File: src/rtl/axi_perf_monitor.sv
`default_nettype none
// ============================================================================
// Module   : axi_perf_monitor
// Brief    : Passive AXI performance monitor. Counts channel handshakes and
//            instruction commits, tracks outstanding read/write bursts,
//            flags protocol errors and stalled channels, and (optionally)
//            measures AR-to-RLAST read latency.
// Options  : AXI_MON_LATENCY_EN - include the read timestamp FIFO and the
//            rd_lat_last / rd_lat_max logic; otherwise both read as 0.
// Revision : 1.0 - initial release
// ============================================================================
module axi_perf_monitor #(
    parameter int CNT_W   = 32,
    parameter int MAX_OUT = 8,
    parameter int LAT_W   = 16,
    parameter int TIMEOUT = 1024
) (
    input  logic                     clock,
    input  logic                     reset,
    input  logic                     clear,
    input  logic                     arvalid,
    input  logic                     arready,
    input  logic                     rvalid,
    input  logic                     rready,
    input  logic                     rlast,
    input  logic                     awvalid,
    input  logic                     awready,
    input  logic                     wvalid,
    input  logic                     wready,
    input  logic                     wlast,
    input  logic                     bvalid,
    input  logic                     bready,
    input  logic                     commit,
    output logic [CNT_W-1:0]         ar_cnt,
    output logic [CNT_W-1:0]         r_cnt,
    output logic [CNT_W-1:0]         aw_cnt,
    output logic [CNT_W-1:0]         w_cnt,
    output logic [CNT_W-1:0]         b_cnt,
    output logic [CNT_W-1:0]         commit_cnt,
    output logic [$clog2(MAX_OUT):0] rd_outstanding,
    output logic [$clog2(MAX_OUT):0] wr_outstanding,
    output logic [LAT_W-1:0]         rd_lat_last,
    output logic [LAT_W-1:0]         rd_lat_max,
    output logic                     rd_timeout,
    output logic                     wr_timeout,
    output logic                     proto_err
);

    localparam int c_OUT_W = $clog2(MAX_OUT) + 1;
    localparam int c_WD_W  = $clog2(TIMEOUT + 1);

    localparam logic [CNT_W-1:0]   c_CNT_ONE  = CNT_W'(1);
    localparam logic [CNT_W-1:0]   c_CNT_MAX  = {CNT_W{1'b1}};
    localparam logic [c_OUT_W-1:0] c_OUT_ONE  = c_OUT_W'(1);
    localparam logic [c_OUT_W-1:0] c_OUT_MAX  = c_OUT_W'(MAX_OUT);
    localparam logic [c_WD_W-1:0]  c_WD_ONE   = c_WD_W'(1);
    localparam logic [c_WD_W-1:0]  c_WD_TO    = c_WD_W'(TIMEOUT);
    localparam logic [c_WD_W-1:0]  c_WD_TO_M1 = c_WD_W'(TIMEOUT - 1);

    // ------------------------------------------------------------------
    // Handshake decode
    // ------------------------------------------------------------------
    logic w_ar_hs, w_r_hs, w_rl_hs, w_aw_hs, w_w_hs, w_b_hs;

    assign w_ar_hs = arvalid & arready;
    assign w_r_hs  = rvalid  & rready;
    assign w_rl_hs = w_r_hs  & rlast;
    assign w_aw_hs = awvalid & awready;
    assign w_w_hs  = wvalid  & wready;
    assign w_b_hs  = bvalid  & bready;

    // Saturating increment: counters stick at all-ones instead of wrapping
    function automatic logic [CNT_W-1:0] f_sat_inc(input logic [CNT_W-1:0] v,
                                                   input logic             en);
        if (en && (v != c_CNT_MAX)) begin
            return v + c_CNT_ONE;
        end
        return v;
    endfunction

    // ------------------------------------------------------------------
    // Event counters
    // ------------------------------------------------------------------
    logic [CNT_W-1:0] r_ar_cnt, r_r_cnt, r_aw_cnt, r_w_cnt, r_b_cnt, r_commit_cnt;

    // Event counters: clear takes priority over any same-cycle event
    always_ff @(posedge clock or negedge reset) begin
        if (!reset) begin
            r_ar_cnt     <= '0;
            r_r_cnt      <= '0;
            r_aw_cnt     <= '0;
            r_w_cnt      <= '0;
            r_b_cnt      <= '0;
            r_commit_cnt <= '0;
        end else if (clear) begin
            r_ar_cnt     <= '0;
            r_r_cnt      <= '0;
            r_aw_cnt     <= '0;
            r_w_cnt      <= '0;
            r_b_cnt      <= '0;
            r_commit_cnt <= '0;
        end else begin
            r_ar_cnt     <= f_sat_inc(r_ar_cnt,     w_ar_hs);
            r_r_cnt      <= f_sat_inc(r_r_cnt,      w_r_hs);
            r_aw_cnt     <= f_sat_inc(r_aw_cnt,     w_aw_hs);
            r_w_cnt      <= f_sat_inc(r_w_cnt,      w_w_hs);
            r_b_cnt      <= f_sat_inc(r_b_cnt,      w_b_hs);
            r_commit_cnt <= f_sat_inc(r_commit_cnt, commit);
        end
    end

    // ------------------------------------------------------------------
    // Free-running cycle timestamp (wraps, ignores clear)
    // ------------------------------------------------------------------
    logic [CNT_W-1:0] r_cycle;

    // Cycle timestamp used to stamp read requests
    always_ff @(posedge clock or negedge reset) begin
        if (!reset) begin
            r_cycle <= '0;
        end else begin
            r_cycle <= r_cycle + c_CNT_ONE;
        end
    end

    // ------------------------------------------------------------------
    // Outstanding burst tracking
    // ------------------------------------------------------------------
    logic [c_OUT_W-1:0] r_rd_out, r_wr_out;
    logic [c_OUT_W-1:0] w_rd_out_nxt, w_wr_out_nxt;
    logic               w_rd_err, w_wr_err;

    // Read outstanding next value; over/underflow holds the count and flags
    always_comb begin
        w_rd_out_nxt = r_rd_out;
        w_rd_err     = 1'b0;
        if (w_ar_hs && !w_rl_hs) begin
            if (r_rd_out == c_OUT_MAX) begin
                w_rd_err = 1'b1;
            end else begin
                w_rd_out_nxt = r_rd_out + c_OUT_ONE;
            end
        end else if (w_rl_hs && !w_ar_hs) begin
            if (r_rd_out == '0) begin
                w_rd_err = 1'b1;
            end else begin
                w_rd_out_nxt = r_rd_out - c_OUT_ONE;
            end
        end
    end

    // Write outstanding next value; AW opens a burst, B closes it
    always_comb begin
        w_wr_out_nxt = r_wr_out;
        w_wr_err     = 1'b0;
        if (w_aw_hs && !w_b_hs) begin
            if (r_wr_out == c_OUT_MAX) begin
                w_wr_err = 1'b1;
            end else begin
                w_wr_out_nxt = r_wr_out + c_OUT_ONE;
            end
        end else if (w_b_hs && !w_aw_hs) begin
            if (r_wr_out == '0) begin
                w_wr_err = 1'b1;
            end else begin
                w_wr_out_nxt = r_wr_out - c_OUT_ONE;
            end
        end
    end

    // Outstanding counts track the bus even while statistics are cleared
    always_ff @(posedge clock or negedge reset) begin
        if (!reset) begin
            r_rd_out <= '0;
            r_wr_out <= '0;
        end else begin
            r_rd_out <= w_rd_out_nxt;
            r_wr_out <= w_wr_out_nxt;
        end
    end

    // ------------------------------------------------------------------
    // Sticky protocol error
    // ------------------------------------------------------------------
    logic r_proto_err;

    // Protocol error flag accumulates until clear
    always_ff @(posedge clock or negedge reset) begin
        if (!reset) begin
            r_proto_err <= 1'b0;
        end else if (clear) begin
            r_proto_err <= 1'b0;
        end else if (w_rd_err || w_wr_err) begin
            r_proto_err <= 1'b1;
        end
    end

    // ------------------------------------------------------------------
    // Stall watchdogs
    // ------------------------------------------------------------------
    logic [c_WD_W-1:0] r_rd_wd, r_wr_wd;
    logic              r_rd_timeout, r_wr_timeout;
    logic              w_rd_stall, w_wr_stall;

    // A channel is stalled when work is pending and nothing moves on it
    assign w_rd_stall = ((r_rd_out != '0) | arvalid) & ~(w_ar_hs | w_r_hs);
    assign w_wr_stall = ((r_wr_out != '0) | awvalid | wvalid) &
                        ~(w_aw_hs | w_w_hs | w_b_hs);

    // Read watchdog: counts consecutive stall cycles, saturating at TIMEOUT
    always_ff @(posedge clock or negedge reset) begin
        if (!reset) begin
            r_rd_wd      <= '0;
            r_rd_timeout <= 1'b0;
        end else if (clear) begin
            r_rd_wd      <= '0;
            r_rd_timeout <= 1'b0;
        end else if (w_rd_stall) begin
            if (r_rd_wd != c_WD_TO) begin
                r_rd_wd <= r_rd_wd + c_WD_ONE;
            end
            if (r_rd_wd == c_WD_TO_M1) begin
                r_rd_timeout <= 1'b1;
            end
        end else begin
            r_rd_wd <= '0;
        end
    end

    // Write watchdog: same behaviour over the AW/W/B channels
    always_ff @(posedge clock or negedge reset) begin
        if (!reset) begin
            r_wr_wd      <= '0;
            r_wr_timeout <= 1'b0;
        end else if (clear) begin
            r_wr_wd      <= '0;
            r_wr_timeout <= 1'b0;
        end else if (w_wr_stall) begin
            if (r_wr_wd != c_WD_TO) begin
                r_wr_wd <= r_wr_wd + c_WD_ONE;
            end
            if (r_wr_wd == c_WD_TO_M1) begin
                r_wr_timeout <= 1'b1;
            end
        end else begin
            r_wr_wd <= '0;
        end
    end

    // ------------------------------------------------------------------
    // Read latency measurement
    // ------------------------------------------------------------------
    logic w_unused;

`ifdef AXI_MON_LATENCY_EN
    localparam int c_PTR_W = (MAX_OUT > 1) ? $clog2(MAX_OUT) : 1;
    localparam logic [c_PTR_W-1:0] c_PTR_ONE = c_PTR_W'(1);

    logic [CNT_W-1:0]   r_ts_mem [MAX_OUT];
    logic [c_PTR_W-1:0] r_wptr, r_rptr;
    logic [LAT_W-1:0]   r_lat_last, r_lat_max;
    logic               w_rd_push, w_rd_pop, w_fifo_empty;
    logic               w_mem_wr, w_mem_rd;
    logic [CNT_W-1:0]   w_diff;
    logic [LAT_W-1:0]   w_lat;

    // FIFO occupancy always equals the read outstanding count
    assign w_fifo_empty = (r_rd_out == '0);
    assign w_rd_push    = w_ar_hs & (w_rl_hs | (r_rd_out != c_OUT_MAX));
    assign w_rd_pop     = w_rl_hs & (w_ar_hs | ~w_fifo_empty);

    // Push+pop on an empty FIFO bypasses storage and yields zero latency
    assign w_mem_wr = w_rd_push & ~(w_rd_pop & w_fifo_empty);
    assign w_mem_rd = w_rd_pop & ~w_fifo_empty;
    assign w_diff   = w_fifo_empty ? '0 : (r_cycle - r_ts_mem[r_rptr]);

    if (CNT_W > LAT_W) begin : g_lat_sat
        assign w_lat = (|w_diff[CNT_W-1:LAT_W]) ? {LAT_W{1'b1}} : w_diff[LAT_W-1:0];
    end else begin : g_lat_ext
        assign w_lat = LAT_W'(w_diff);
    end

    // Timestamp storage; contents are only meaningful behind the pointers
    always_ff @(posedge clock) begin
        if (w_mem_wr) begin
            r_ts_mem[r_wptr] <= r_cycle;
        end
    end

    // FIFO pointers advance regardless of clear
    always_ff @(posedge clock or negedge reset) begin
        if (!reset) begin
            r_wptr <= '0;
            r_rptr <= '0;
        end else begin
            if (w_mem_wr) begin
                r_wptr <= r_wptr + c_PTR_ONE;
            end
            if (w_mem_rd) begin
                r_rptr <= r_rptr + c_PTR_ONE;
            end
        end
    end

    // Latency statistics update on every completed read burst
    always_ff @(posedge clock or negedge reset) begin
        if (!reset) begin
            r_lat_last <= '0;
            r_lat_max  <= '0;
        end else if (clear) begin
            r_lat_last <= '0;
            r_lat_max  <= '0;
        end else if (w_rd_pop) begin
            r_lat_last <= w_lat;
            if (w_lat > r_lat_max) begin
                r_lat_max <= w_lat;
            end
        end
    end

    assign rd_lat_last = r_lat_last;
    assign rd_lat_max  = r_lat_max;
    assign w_unused    = wlast;
`else
    assign rd_lat_last = '0;
    assign rd_lat_max  = '0;
    assign w_unused    = ^{wlast, r_cycle};
`endif

    // ------------------------------------------------------------------
    // Outputs
    // ------------------------------------------------------------------
    assign ar_cnt         = r_ar_cnt;
    assign r_cnt          = r_r_cnt;
    assign aw_cnt         = r_aw_cnt;
    assign w_cnt          = r_w_cnt;
    assign b_cnt          = r_b_cnt;
    assign commit_cnt     = r_commit_cnt;
    assign rd_outstanding = r_rd_out;
    assign wr_outstanding = r_wr_out;
    assign rd_timeout     = r_rd_timeout;
    assign wr_timeout     = r_wr_timeout;
    assign proto_err      = r_proto_err;

endmodule
`default_nettype wire

File: config.mk
export PLATFORM = sky130hd
export DESIGN_NAME = axi_perf_monitor
export DESIGN_NICKNAME = d
export VERILOG_FILES = /design/src/rtl/axi_perf_monitor.sv
export SDC_FILE = /design/constraint.sdc
export NUM_CORES = 1
export LEC_CHECK = 0
export ABC_AREA = 1
export BUFFER_PORTS_ARGS = -buffer_cell sky130_fd_sc_hd__clkbuf_2
export CELL_PAD_IN_SITES_DETAIL_PLACEMENT = 1
export CELL_PAD_IN_SITES_GLOBAL_PLACEMENT = 1
export CORE_UTILIZATION = 40
export CTS_CLUSTER_DIAMETER = 80
export DETAILED_ROUTE_END_ITERATION = 12
export HOLD_SLACK_MARGIN = 0.1
export PLACE_DENSITY_LB_ADDON = 0.05
export SETUP_SLACK_MARGIN = 0.4
export SKIP_LAST_GASP = 1
export SLEW_MARGIN = 20
export SYNTH_ARGS = -nofsm -noshare
export SYNTH_HDL_FRONTEND = slang
export SYNTH_SLANG_ARGS = --single-unit
File: constraint.sdc
create_clock -name clock -period 4.1 [get_ports clock]
set_clock_uncertainty 0.1 [all_clocks]
set_input_delay 0.615 -clock clock [delete_from_list [all_inputs] [get_ports clock]]
set_output_delay 0.615 -clock clock [all_outputs]
set_load 0.05 [all_outputs]
==> out/qor.txt <==
outcome = finished, final reports clean
Filler cells = 5102
CTS Root Cell = clkbuf_16
Rel. slew slack = 0.311
total gr overflow = 0
vias in the first global route = 16000
number of synthesized flops with an enable pin = 0
Reg clk slew, reported paths = 60 ps
#FFs+latches synth = 225
setup_tns = 0 ps
Clock Power Share = 0.483
P per Cell Area = 339 nW/um^2
Slew @ Worst Pin = 1030 ps
post-synth top area share = 0.370
sw frac = 0.293
routed len/inst = 16.6 microns
R2R Path End = commit_cnt[21]
Seq pwr share = 0.390
fin crit period = 2640 ps
Seq/Total Area, Yosys = 0.370
synthesized area = 15200 sq um
Setup-failing EPs final = 0
Initial Util = 0.405
CP max FO = 14
drt pass-1 iters = 6
row cnt = 71
Num CTS Buffers = 30
via density per instance = 5.07
Final ANT Viol Nets = 0
Tot Pwr = 6.01 mW
largest net degree at the start of global routing = 92
worst slack at placement = 1260 ps
initial antenna violation count = 1
DP Area = 16600 sq um
setup repair after global routing missed its margin = no
final max-slew violation count = 0
hold_sp = wr_timeout
worst setup margin = 1460 ps
detailed placement HPWL = 37500 microns
H-tree level count = 1
CTS tree = built
Crit. End Element = register
most common flop cell mapped by yosys = dfrtp_1
GPL Wtd Cong = 0.896
gr usage total = 0.263
Via Count = 15400
Avg Inst Size Synth = 6.63 sq um
Async S/R FF share, synth = 1.00
Area Growth Syn to Fin = 16.5%
final hold viol count = 0
Worst Path Arrival = 3000 ps
DRC viols = 0
share of cells above drive strength 1 = 0.149
final instance area = 17700 sq um
hold depth = 2
Initial DRC Count = 527
Leak = 8.65 nW
setup slack, reg-to-reg = 1460 ps
top-count cell post-synth = nand2_1
Die Wd = 197 microns
WHS = 398 ps
Fmax = 378 MHz
area leader, netlist = dfrtp_1
die area = 38900 sq um
Sw Pwr = 1.76 mW
Worst R2R Start = commit_cnt[0]
Worst-Skew Late Latency = 580 ps
internal power = 4.25 mW
R2R cell count = 10
YS warnings = 0
Post-Syn Instances = 2297
crit start category = register
crit path kind = reg -> reg
CTS Sinks = 225
core area = 37600 sq um
worst min path class = reg -> reg
Total Nets Final = 2543
max cap viols = 0
Synth area leaders = dfrtp_1 37%, nand2_1 21%, nor2_1 9.2%
Netlist cell types = 45
Post-synth top cells = 834 x nand2_1, 375 x nor2_1, 225 x dfrtp_1
die height = 197 microns
worst-case clock buffer depth = 3
# IOs = 251
Period Utilization, post-route = 0.645
combinational share of power = 0.127
IO Port Bufs = 217
Post-Route WL = 50600 microns
first-pass GRT wire length = 82700 microns
Max IR drop VDD = 345 uV
Hold EP = wr_timeout
worst path required time = 4460 ps
[routing by layer]
metal  GRT usage  part of all wire
met2       0.464              0.49
met5           0                 0
met3      0.0352             0.037
met1       0.332              0.45
met4      0.0841             0.027
[cells by family after synthesis]
family	Yosys count	synth area share
xor gates and xnor gates	72	0.0414
DFF	225	0.370
other	1	0.000246
buffers and inverters	291	0.0885
and+or+nand+nor	1574	0.442
adders and majority gates	20	0.0174
AOI/OAI and AO/OA	114	0.0409
[power by group through the flow]
stage,Clock [mW],Sequential [mW],Combinational [mW]
after detailed placement,0,2.39,0.766
after floorplan,0,2.54,0.417
after CTS,2.98,2.35,0.773
after global routing,3.06,2.36,0.837
after global placement,0,2.38,0.746
final,2.90,2.35,0.761
[sequential cells by signal (all words and copies together) (netlist names)]
| name | count |
|---|---|
| ar_cnt | 32 |
| r_wr_wd | 11 |
| wr_timeout | 1 |
| w_cnt | 32 |
| commit_cnt | 32 |
| proto_err | 1 |
| r_rd_wd | 11 |
| aw_cnt | 32 |
| wr_outstanding | 4 |
| rd_timeout | 1 |
| b_cnt | 32 |
| rd_outstanding | 4 |
| r_cnt | 32 |
[how the worst max path moves through the flow]
stage                  start                 to  slack (ps)
2_1_floorplan        awvalid  wr_outstanding[3]        1770
3_3_place_gp         awvalid  wr_outstanding[3]        1310
3_5_place_dp         awvalid  wr_outstanding[3]        1260
4_1_cts        commit_cnt[0]      commit_cnt[1]        1470
5_1_grt        commit_cnt[0]      commit_cnt[1]        1300
6_report       commit_cnt[0]     commit_cnt[21]        1460
[critical path: stages, from the launching register on]
cell,delay (ps)
dfrtp_1,430
ha_1,260
nand2_1,110
nor2_2,60
nand2_2,120
nor2_4,80
a21oi_2,650
nor2_1,290
buf_4,290
nand2_1,80
nand2_1,50
[layout make-up]
class                      instances  area, sq um  area share
timing repair buffer             231         1220      0.0685
clock inverter                    18          229      0.0129
inverter                         207          793      0.0447
tap                              511          639      0.0360
clock buffer                      38          862      0.0486
sequential                       225         5630       0.317
antenna                            1         2.50    0.000141
multi-input combinational       1812         8370       0.472
[timing repair]
item / 4_1_cts / 5_1_grt
setup buffers: 0 / 0
gates resized for setup: 0 / 0
endpoints found under the hold margin: 86 / 0
hold buffers: 1 / 0
[cells in the final DEF, fill, tap and decap left out, types with 4 or more instances in the layout]
cell type  count
a21oi_1       30
and2_1         4
buf_4         12
bufinv_16      5
clkbuf_16     31
clkbuf_2     216
clkbuf_8       6
clkinv_2      10
conb_1        32
dfrtp_1      225
ha_1          18
inv_1        202
nand2_1      834
nand2_2       27
nand2_4        7
nand3_1      185
nand3b_1       4
nand4_1       64
nor2_1       375
nor2_2        22
nor2_4        12
nor3_1        18
nor3b_1        5
o21ai_0       38
o21ai_1       28
o21bai_1       9
or2_2          9
xnor2_1       25
xor2_1        47
[per-stage QoR]
step | util | instances
2_1_floorplan | - | 2328
3_3_place_gp | 0.443 | 2985
3_5_place_dp | 0.443 | 2985
4_1_cts | 0.472 | 3042
5_1_grt | 0.472 | 3043
6_report | 0.472 | 3043
No activity file was read; power rests on OpenSTA's default activity.
